<file path="config.mk">
export PLATFORM = sky130hd
export DESIGN_NAME = lap_stopwatch
export DESIGN_NICKNAME = d
export VERILOG_FILES = /design/src/rtl/stopwatch_pkg.sv /design/src/rtl/bcd_counter_chain.sv /design/src/rtl/lap_stopwatch.sv
export SDC_FILE = /design/constraint.sdc
export NUM_CORES = 1
export LEC_CHECK = 0
export BUFFER_PORTS_ARGS = -buffer_cell sky130_fd_sc_hd__buf_2
export CAP_MARGIN = 20
export CORE_UTILIZATION = 45
export DETAILED_ROUTE_END_ITERATION = 16
export GPL_TIMING_DRIVEN = 1
export PLACE_DENSITY = 0.65
export RECOVER_POWER = 50
export SETUP_SLACK_MARGIN = 0.02
export SYNTH_ARGS = -nofsm -noshare
export SYNTH_HDL_FRONTEND = slang
export SYNTH_SLANG_ARGS = --single-unit
</file>
<file path="constraint.sdc">
create_clock -name clk_i -period 2.5 [get_ports clk_i]
set_clock_uncertainty 0.1 [all_clocks]
set_input_delay 0.125 -clock clk_i [delete_from_list [all_inputs] [get_ports clk_i]]
set_output_delay 0.125 -clock clk_i [all_outputs]
set_load 0.02 [all_outputs]
</file>
<file path="src/rtl/stopwatch_pkg.sv">
// Shared types and constants for the lap stopwatch and its BCD counter chain.
package stopwatch_pkg;

  typedef enum logic {
    PAUSE = 1'b0,
    RUN   = 1'b1
  } sw_state_e;

  localparam logic [3:0]  BCD_MAX = 4'd9;
  localparam int unsigned BCD_W   = 4;

endpackage

</file>
<file path="src/rtl/bcd_counter_chain.sv">
// Multi-digit BCD up-counter; carry ripples through every digit in one cycle.
module bcd_counter_chain
  import stopwatch_pkg::*;
#(
  parameter int unsigned DIGITS = 3
) (
  input  logic                      clk_i,
  input  logic                      rst_i,
  input  logic                      clr_i,
  input  logic                      inc_i,
  output logic [BCD_W*DIGITS-1:0]   value_o,
  output logic                      wrap_c_o
);

  logic [BCD_W*DIGITS-1:0] value_q;
  logic [BCD_W*DIGITS-1:0] value_d;
  logic                    carry;

  // Carry survives past the top digit only when every digit was 9.
  always_comb begin
    value_d = value_q;
    carry   = inc_i;
    for (int unsigned i = 0; i < DIGITS; i++) begin
      if (carry) begin
        if (value_q[i*BCD_W +: BCD_W] == BCD_MAX) begin
          value_d[i*BCD_W +: BCD_W] = '0;
        end else begin
          value_d[i*BCD_W +: BCD_W] = value_q[i*BCD_W +: BCD_W] + BCD_W'(1);
          carry = 1'b0;
        end
      end
    end
    wrap_c_o = carry;
  end

  always_ff @(posedge clk_i) begin
    if (rst_i || clr_i) begin
      value_q <= '0;
    end else begin
      value_q <= value_d;
    end
  end

  assign value_o = value_q;

endmodule

</file>
<file path="src/rtl/lap_stopwatch.sv">
// Decimal stopwatch with run/pause control, prescaled tick, lap memory and
// a browsable lap readout.
module lap_stopwatch
  import stopwatch_pkg::*;
#(
  parameter int unsigned DIGITS   = 3,
  parameter int unsigned LAPS     = 4,
  parameter int unsigned TICK_DIV = 5000000,
  parameter int unsigned LAP_MODE = 0
) (
  input  logic                         clk_i,
  input  logic                         rst_i,
  input  logic                         start_stop_i,
  input  logic                         lap_i,
  input  logic                         clear_i,
  input  logic                         browse_i,
  output logic                         running_o,
  output logic [4*DIGITS-1:0]          time_bcd_o,
  output logic [4*DIGITS-1:0]          lap_bcd_o,
  output logic [$clog2(LAPS)-1:0]      lap_idx_o,
  output logic [$clog2(LAPS+1)-1:0]    lap_count_o,
  output logic                         lap_full_o,
  output logic                         overflow_o
);

  localparam int unsigned TW    = BCD_W * DIGITS;
  localparam int unsigned IDX_W = $clog2(LAPS);
  localparam int unsigned CNT_W = $clog2(LAPS + 1);
  localparam int unsigned PRE_W = (TICK_DIV > 1) ? $clog2(TICK_DIV) : 1;

  sw_state_e         state_q;
  logic [PRE_W-1:0]  pre_q;
  logic              overflow_q;
  logic [TW-1:0]     slots_q [LAPS];
  logic [CNT_W-1:0]  lap_count_q;
  logic              lap_full_q;
  logic [IDX_W-1:0]  wr_ptr_q;
  logic [IDX_W-1:0]  lap_idx_q;
  logic [TW-1:0]     time_q;
  logic              tick_c;
  logic              wrap_c;

  assign tick_c = (state_q == RUN) && (pre_q == PRE_W'(TICK_DIV - 1));

  bcd_counter_chain #(.DIGITS(DIGITS)) u_chain (
    .clk_i    (clk_i),
    .rst_i    (rst_i),
    .clr_i    (clear_i),
    .inc_i    (tick_c),
    .value_o  (time_q),
    .wrap_c_o (wrap_c)
  );

  always_ff @(posedge clk_i) begin
    if (rst_i || clear_i) begin
      state_q     <= PAUSE;
      pre_q       <= '0;
      overflow_q  <= 1'b0;
      lap_count_q <= '0;
      lap_full_q  <= 1'b0;
      wr_ptr_q    <= '0;
      lap_idx_q   <= '0;
      for (int unsigned i = 0; i < LAPS; i++) slots_q[i] <= '0;
    end else begin
      if (start_stop_i) state_q <= (state_q == RUN) ? PAUSE : RUN;

      // Prescaler freezes in PAUSE so a partial tick survives a pause.
      if (state_q == RUN) pre_q <= tick_c ? '0 : pre_q + PRE_W'(1);

      if (wrap_c) overflow_q <= 1'b1;

      if (lap_i && state_q == RUN) begin
        if (LAP_MODE != 0 || lap_count_q < CNT_W'(LAPS)) begin
          slots_q[wr_ptr_q] <= time_q;
          wr_ptr_q <= (wr_ptr_q == IDX_W'(LAPS - 1)) ? '0 : wr_ptr_q + IDX_W'(1);
          if (lap_count_q < CNT_W'(LAPS)) begin
            lap_count_q <= lap_count_q + CNT_W'(1);
            lap_full_q  <= (lap_count_q == CNT_W'(LAPS - 1));
          end
        end
      end

      // A lap pulse in PAUSE wipes the memory and overrides any browse.
      if (lap_i && state_q == PAUSE) begin
        lap_count_q <= '0;
        lap_full_q  <= 1'b0;
        wr_ptr_q    <= '0;
        lap_idx_q   <= '0;
        for (int unsigned i = 0; i < LAPS; i++) slots_q[i] <= '0;
      end else if (browse_i) begin
        if (lap_count_q == '0) begin
          lap_idx_q <= '0;
        end else if (lap_idx_q == IDX_W'(lap_count_q - CNT_W'(1))) begin
          lap_idx_q <= '0;
        end else begin
          lap_idx_q <= lap_idx_q + IDX_W'(1);
        end
      end
    end
  end

  assign running_o   = (state_q == RUN);
  assign time_bcd_o  = time_q;
  assign lap_bcd_o   = (lap_count_q == '0) ? '0 : slots_q[lap_idx_q];
  assign lap_idx_o   = lap_idx_q;
  assign lap_count_o = lap_count_q;
  assign lap_full_o  = lap_full_q;
  assign overflow_o  = overflow_q;

endmodule

</file>
==> flow_summary.toml, run 1 <==
[run_status]
run_status = "finished clean"

[finish]
drive_gt1_frac = 0.138
areaGrowthSynthToFinish_pct = 12.5
fill_cell_total_of_the_finished_layout = 841
multiInputGateArea_um2 = 1930
num_antenna_cells = 0
ff_latch_area_um2 = 2380
finalNetCount = 459

[worst_hold_path]
hold_path_stages = 3
min_path_type = "primary input to register"
timing.hold.worst.start = "browse_i"

[global_route]
grt_max_degree = 33
grt_first_pass_wirelength_um = 14400
global_route.overflow_total = 0
groute.usage.overall = 0.187
antenna_found_initial = 0
first_global_vias = 2909

[drt]
detailroute.via_count = 3092
ant_nets = 0
detail_route.vias_per_cell = 5.34
drt_iter0_markers = 153
detailed_route_drc_error_count = 0
avgRoutedWirePerCell_um = 15.6
wl_um = 9020
drt_first_pass_iters = 4

[power_and_ir_drop]
ir_worst_vdd_v = 0.000410
seq_power_share = 0.600
powerDensity_nw_per_um2 = 556
internal_power_w = 0.00217
power.combinational.fraction = 0.032
cellLeakagePower_nw = 1.94
power_switching_share = 0.221
share_clk_of_total_power = 0.368
switchingPower_w = 0.000615

[sta]
period_share = 0.908
timing.final.crit_period_ns = 2.27
max_slew.worst_pin.slew_ns = 1.14
achievable-frequency_mhz = 440
layout_setup_ws_ns = 0.229
drv_slew = 0
slew-limit-headroom = 0.239
final.setup.tns_ns = 0
rsz0062_at_grt = "false"
setup_viol_count_final = 0
final_hold_viol_count = 0

[place]
detailedPlacementHpwl_um = 6100
count_of_input_and_output_buffers = 37
gpl.final_weighted_congestion = 0.756
placement.setup.worst_slack_ns = 0.220

[clocking]
cts_sinks = 95
cts_root_buf = "sky130_fd_sc_hd__clkbuf_8"
cts_max_level = 3
cts_tree = "built"
path_clk_slew_ns = 0.09
max_root_sink_buffers = 2
cts_made_buffers = 9
clk-insertion-delay-late_ns = 0.36

[setup_path]
reg2reg_to = "slots_q[0][5]"
worst_setup_path_end_kind = "register"
cp_max_fo = 16
critical_path_type = "register to register"
rr_worst_depth = 5
reg2reg_slack_ns = 0.23
startpoint_of_the_worst_slack_reg_to_reg_timing_path = "running_o"
slowest_delay_ns = 0.60
cells_along_the_critical_path = "buf_4 > inv_1 > nor4_2 > clkbuf_1 > and3_1"
critical_path_required_ns = 2.63
startpoint_type = "register"
crit_path_top_delay_cell = "sky130_fd_sc_hd__nor4_2"
worstPathArrival_ns = 2.41

[floorplan]
initial_core_util = 0.473
core-area_um2 = 9420
horizontal_die_dimension_um = 101
die_y_um = 101
top_level_ports = 38
floorplan.rows = 35
design.die.area_um2 = 10300

[synthesis]
synth-edff-count = 48
synth-seq-area-share = 0.535
synth.distinct_cells = 53
yosysWarningCount = 0
mean_instance_size_in_the_synthesized_netlist_um2 = 11.2
async_reset_ff_frac = 0
synth_seq_cells = 95
synth.net_count = 410
syn_inst = 396
synth-main-ff-cell = "sky130_fd_sc_hd__edfxtp_1"
netlist_area_um2 = 4450

[run]
max_cap_viol_count = 0
-- what timing repair did --
| item | CTS | global route |
|---|---|---|
| gates resized for setup | 0 | 0 |
| setup endpoints to repair | 0 | 1 |
| hold buffers | 3 | 0 |
| endpoints found under the hold margin | 3 | 0 |
| buffers inserted | 0 | 1 |
-- placed cells by master, fill, tap and decap left out, types with 4 or more instances in the layout --
cell	count
sky130_fd_sc_hd__o21ai_0	5
sky130_fd_sc_hd__or3_1	5
sky130_fd_sc_hd__nand4_1	11
sky130_fd_sc_hd__dfxtp_1	47
sky130_fd_sc_hd__nand2_1	21
sky130_fd_sc_hd__xnor2_1	11
sky130_fd_sc_hd__xor2_1	15
sky130_fd_sc_hd__mux4_2	12
sky130_fd_sc_hd__a21oi_1	13
sky130_fd_sc_hd__nor2_1	40
sky130_fd_sc_hd__and3_1	50
sky130_fd_sc_hd__buf_2	5
sky130_fd_sc_hd__a21o_1	4
sky130_fd_sc_hd__ha_1	8
sky130_fd_sc_hd__nand3_1	7
sky130_fd_sc_hd__clkbuf_1	36
sky130_fd_sc_hd__buf_4	14
sky130_fd_sc_hd__edfxtp_1	48
sky130_fd_sc_hd__clkbuf_8	9
sky130_fd_sc_hd__nor2b_1	20
sky130_fd_sc_hd__inv_1	10
sky130_fd_sc_hd__nor3_1	5
-- layer usage --
layer,vias to the layer above,routed length [um],track usage
met3,10,367,0.0421
met2,71,4470,0.327
met4,0,118,0.0691
met5,-,0,0
met1,1475,4060,0.225
li1,1536,-,-
-- metrics by stage --
| step | cells | hold WS (ns) | cell area [um2] | util | total power (W) |
|---|---|---|---|---|---|
| final | 579 | 0.0127 | 5010 | 0.532 | 0.00279 |
| after global routing | 579 | 0.0235 | 5010 | 0.532 | 0.00288 |
| after CTS | 577 | 0.00496 | 5060 | 0.537 | 0.00282 |
| after detailed placement | 558 | 0.272 | 4820 | 0.512 | 0.00180 |
| after global placement | 558 | 0.265 | 4820 | 0.512 | 0.00179 |
| after floorplan | 396 | 0.162 | 4450 | - | 0.00176 |
-- power groups by stage --
stage	logic, W	clock network (W)	registers, W
global route	0.0000983	0.00111	0.00167
global placement	0.0000864	0	0.00171
detailed placement	0.0000880	0	0.00171
finish	0.0000902	0.00102	0.00167
CTS	0.0000919	0.00106	0.00167
floorplan	0.0000577	0	0.00170
-- registers in the layout, indices dropped and copies added (netlist names), named ones only --
name             cells
slots_q             48
pre_q               23
u_chain.value_o     12
lap_count_o          3
lap_idx_o            2
wr_ptr_q             2
lap_full_o           1
overflow_o           1
running_o            1
-- cell type report --
type / count / area share
Tap cell: 129 / 0.0322
Multi-Input combinational cell: 270 / 0.384
Clock buffer: 9 / 0.0247
Sequential cell: 95 / 0.476
Timing Repair Buffer: 59 / 0.0599
Inverter: 10 / 0.00749
Clock inverter: 7 / 0.0157
-- Yosys cell counts, drive strengths merged (2+ instances only) --
library cell	count	area (um2)
nand3	7	40.0
edfxtp	48	1440
inv	10	37.5
a21oi	14	73.8
a21o	4	30.0
a22oi	3	22.5
nor2	40	150
nand2b	3	18.8
nor3b	3	22.5
a22o	3	26.3
mux4	12	270
xor2	15	131
or4	2	18.8
nand4	13	93.8
ha	8	100
nor3	6	41.3
xnor2	11	96.3
nand2	21	78.8
nor2b	20	125
nor4	4	40.0
clkbuf	17	83.8
dfxtp	47	941
or4b	2	23.8
or2	3	18.8
and3	51	320
buf	4	26.3
or3	5	31.3
o21ai	6	30.0
-- worst max-delay path: cells and delay by family (launching register included) --
| kind | cells | cell delay, ns |
|---|---|---|
| buffers and inverters | 3 | 0.80 |
| flip-flops | 1 | 0.41 |
| AND/OR/NAND/NOR | 2 | 0.83 |
-- worst max-delay path by stage --
stage / start / slack, ns / cells past startpoint / to
after detailed placement: pre_q[6] / 0.22 / 5 / u_chain.value_o[9]
after global routing: running_o / 0.08 / 5 / slots_q[3][6]
after global placement: pre_q[12] / 0.32 / 5 / u_chain.value_o[9]
after floorplan: running_o / 0.02 / 5 / slots_q[0][0]
final: running_o / 0.23 / 5 / slots_q[0][5]
after CTS: lap_count_o[0] / 0.09 / 5 / lap_bcd_o[4]
-- kinds of logic after synthesis --
| logic type | count (synthesis) | share of synthesized area |
|---|---|---|
| and+or+nand+nor | 184 | 0.237 |
| adders and majority gates | 8 | 0.0225 |
| AOI/OAI and AO/OA | 39 | 0.0584 |
| DFF | 95 | 0.535 |
| muxes | 13 | 0.0629 |
| buffers and inverters | 31 | 0.0331 |
| xor gates and xnor gates | 26 | 0.0511 |
Power figures use the tool's default switching activity.
==> run 2, diff against run 1 <==
==> constraint.sdc (replaced) <==
create_clock -name clk_i -period 2.1 [get_ports clk_i]
set_clock_uncertainty 0.1 [all_clocks]
set_input_delay 0.42 -clock clk_i [delete_from_list [all_inputs] [get_ports clk_i]]
set_output_delay 0.42 -clock clk_i [all_outputs]
set_load 0.02 [all_outputs]
==> flow_summary.toml, run 2 (same netlist as run 1, synthesis figures left out) <==
[setup_path]
worst_setup_path_end_kind = "output port"
startpoint_type = "register"
worstPathArrival_ns = 1.70
cp_max_fo = 6
reg2reg_slack_ns = 0.03
critical_path_type = "register to output port"
critical_path_required_ns = 1.58

[clocking]
path_clk_slew_ns = 0.09
cts_max_level = 3
cts_sinks = 95
cts_root_buf = "sky130_fd_sc_hd__clkbuf_8"
max_root_sink_buffers = 2
cts_tree = "built"
clk-insertion-delay-late_ns = 0.36
cts_made_buffers = 9

[global_route]
global_route.overflow_total = 0
grt_max_degree = 28
grt_first_pass_wirelength_um = 14600
groute.usage.overall = 0.188
antenna_found_initial = 0
first_global_vias = 3016

[finish]
postLayoutCoreUtil = 0.569
registers.top_by_ff_count = "slots_q"
finalNetCount = 480
num_antenna_cells = 0
postLayoutCellArea_um2 = 5360
fill_cell_total_of_the_finished_layout = 842
layout.cells.most_common = "sky130_fd_sc_hd__and3_1"
multiInputGateArea_um2 = 2010
final_cell_mix = "50 x sky130_fd_sc_hd__and3_1, 48 x sky130_fd_sc_hd__edfxtp_1, 43 x sky130_fd_sc_hd__dfxtp_1"
areaGrowthSynthToFinish_pct = 20.3
largest_reg_flops = 48
ff_latch_area_um2 = 2390
drive_gt1_frac = 0.261

[floorplan]
design.die.area_um2 = 10300
initial_core_util = 0.473
die_y_um = 101
floorplan.rows = 35
core-area_um2 = 9420
top_level_ports = 38
horizontal_die_dimension_um = 101

[sta]
drv_slew = 0
timing.final.crit_period_ns = 2.22
period_share = 1.06
final_hold_viol_count = 0
max_slew.worst_pin.slew_ns = 1.15
setup_viol_count_final = 12
final.hold.worst_slack_ns = 0.191
rsz0062_at_grt = "true"
layout_setup_ws_ns = -0.124
achievable-frequency_mhz = 450
slew-limit-headroom = 0.234

[drt]
detailed_route_drc_error_count = 0
avgRoutedWirePerCell_um = 15.2
detailroute.via_count = 3151
detail_route.vias_per_cell = 5.25
drt_first_pass_iters = 6
drt_iter0_markers = 148
wl_um = 9110
ant_nets = 0

[place]
gpl.final_weighted_congestion = 0.768
detailedPlacementHpwl_um = 6040
dpl-instance-area_um2 = 5070
count_of_input_and_output_buffers = 37

[power_and_ir_drop]
ir_worst_vdd_v = 0.000357
post-layout-total-power_w = 0.00322
cellLeakagePower_nw = 2.16
powerDensity_nw_per_um2 = 601

[run]
max_cap_viol_count = 0

[run_status]
run_status = "complete, but fails checks"
failing_checks = "negative setup slack"

[worst_hold_path]
min_path_type = "primary input to register"
## run 2: cell type report
cell class              instances  share of cell area
repair buffers                 80               0.107
clock inverters                 7              0.0103
multi-input cells             270               0.376
inverters                      10             0.00701
flip-flops and latches         95               0.447
well taps                     129              0.0301
clock buffers                   9              0.0231
## run 2: report_power, final
group | internal [W] | switching, W | leakage, nW
combinational | 0.0000487 | 0.0000656 | 1.13
sequential | 0.00198 | 0.0000134 | 0.938
clock | 0.000445 | 0.000671 | 0.0919
## run 2: per-stage QoR
step / setup TNS [ns] / setup WS, ns / instances
finish: -1.22 / -0.124 / 600
global route: -2.20 / -0.181 / 600
CTS: -1.58 / -0.162 / 597
detailed placement: 0 / 0.00566 / 578
global placement: 0 / 0.0627 / 578
floorplan: 0 / 0.0401 / 396
## run 2: final timing paths
| path | startpoint | end | depth (start not counted) |
|---|---|---|---|
| min | start_stop_i | running_o | 3 |
| min reg2reg | pre_q[1] | pre_q[1] | 2 |
| max reg2reg | pre_q[6] | u_chain.value_o[8] | 6 |
| max | register | lap_bcd_o[2] | 4 |
## run 2: worst max-delay path, stage by stage (launching register included)
cell and delay, ns:
sky130_fd_sc_hd__dfxtp_4 0.41, sky130_fd_sc_hd__buf_12 0.14, sky130_fd_sc_hd__mux4_2 0.50, sky130_fd_sc_hd__nor2b_1 0.14
sky130_fd_sc_hd__buf_4 0.15
## run 2: what timing repair did
action	CTS	global route
setup buffers	2	3
resized for setup	5	25
endpoints found under the hold margin	0	0
hold buffers	0	0
endpoints found under the setup margin	17	22
pin swaps	1	6
gates cloned	1	0
## run 2: per-layer routing
| layer | GRT usage | wire [um] | share of wire | vias up |
|---|---|---|---|---|
| met1 | 0.230 | 4120 | 0.45 | 1521 |
| met4 | 0.0691 | 133 | 0.015 | 0 |
| met3 | 0.0352 | 243 | 0.027 | 12 |
| met5 | 0 | 0 | 0 | - |
| li1 | - | - | - | 1571 |
| met2 | 0.332 | 4610 | 0.51 | 47 |
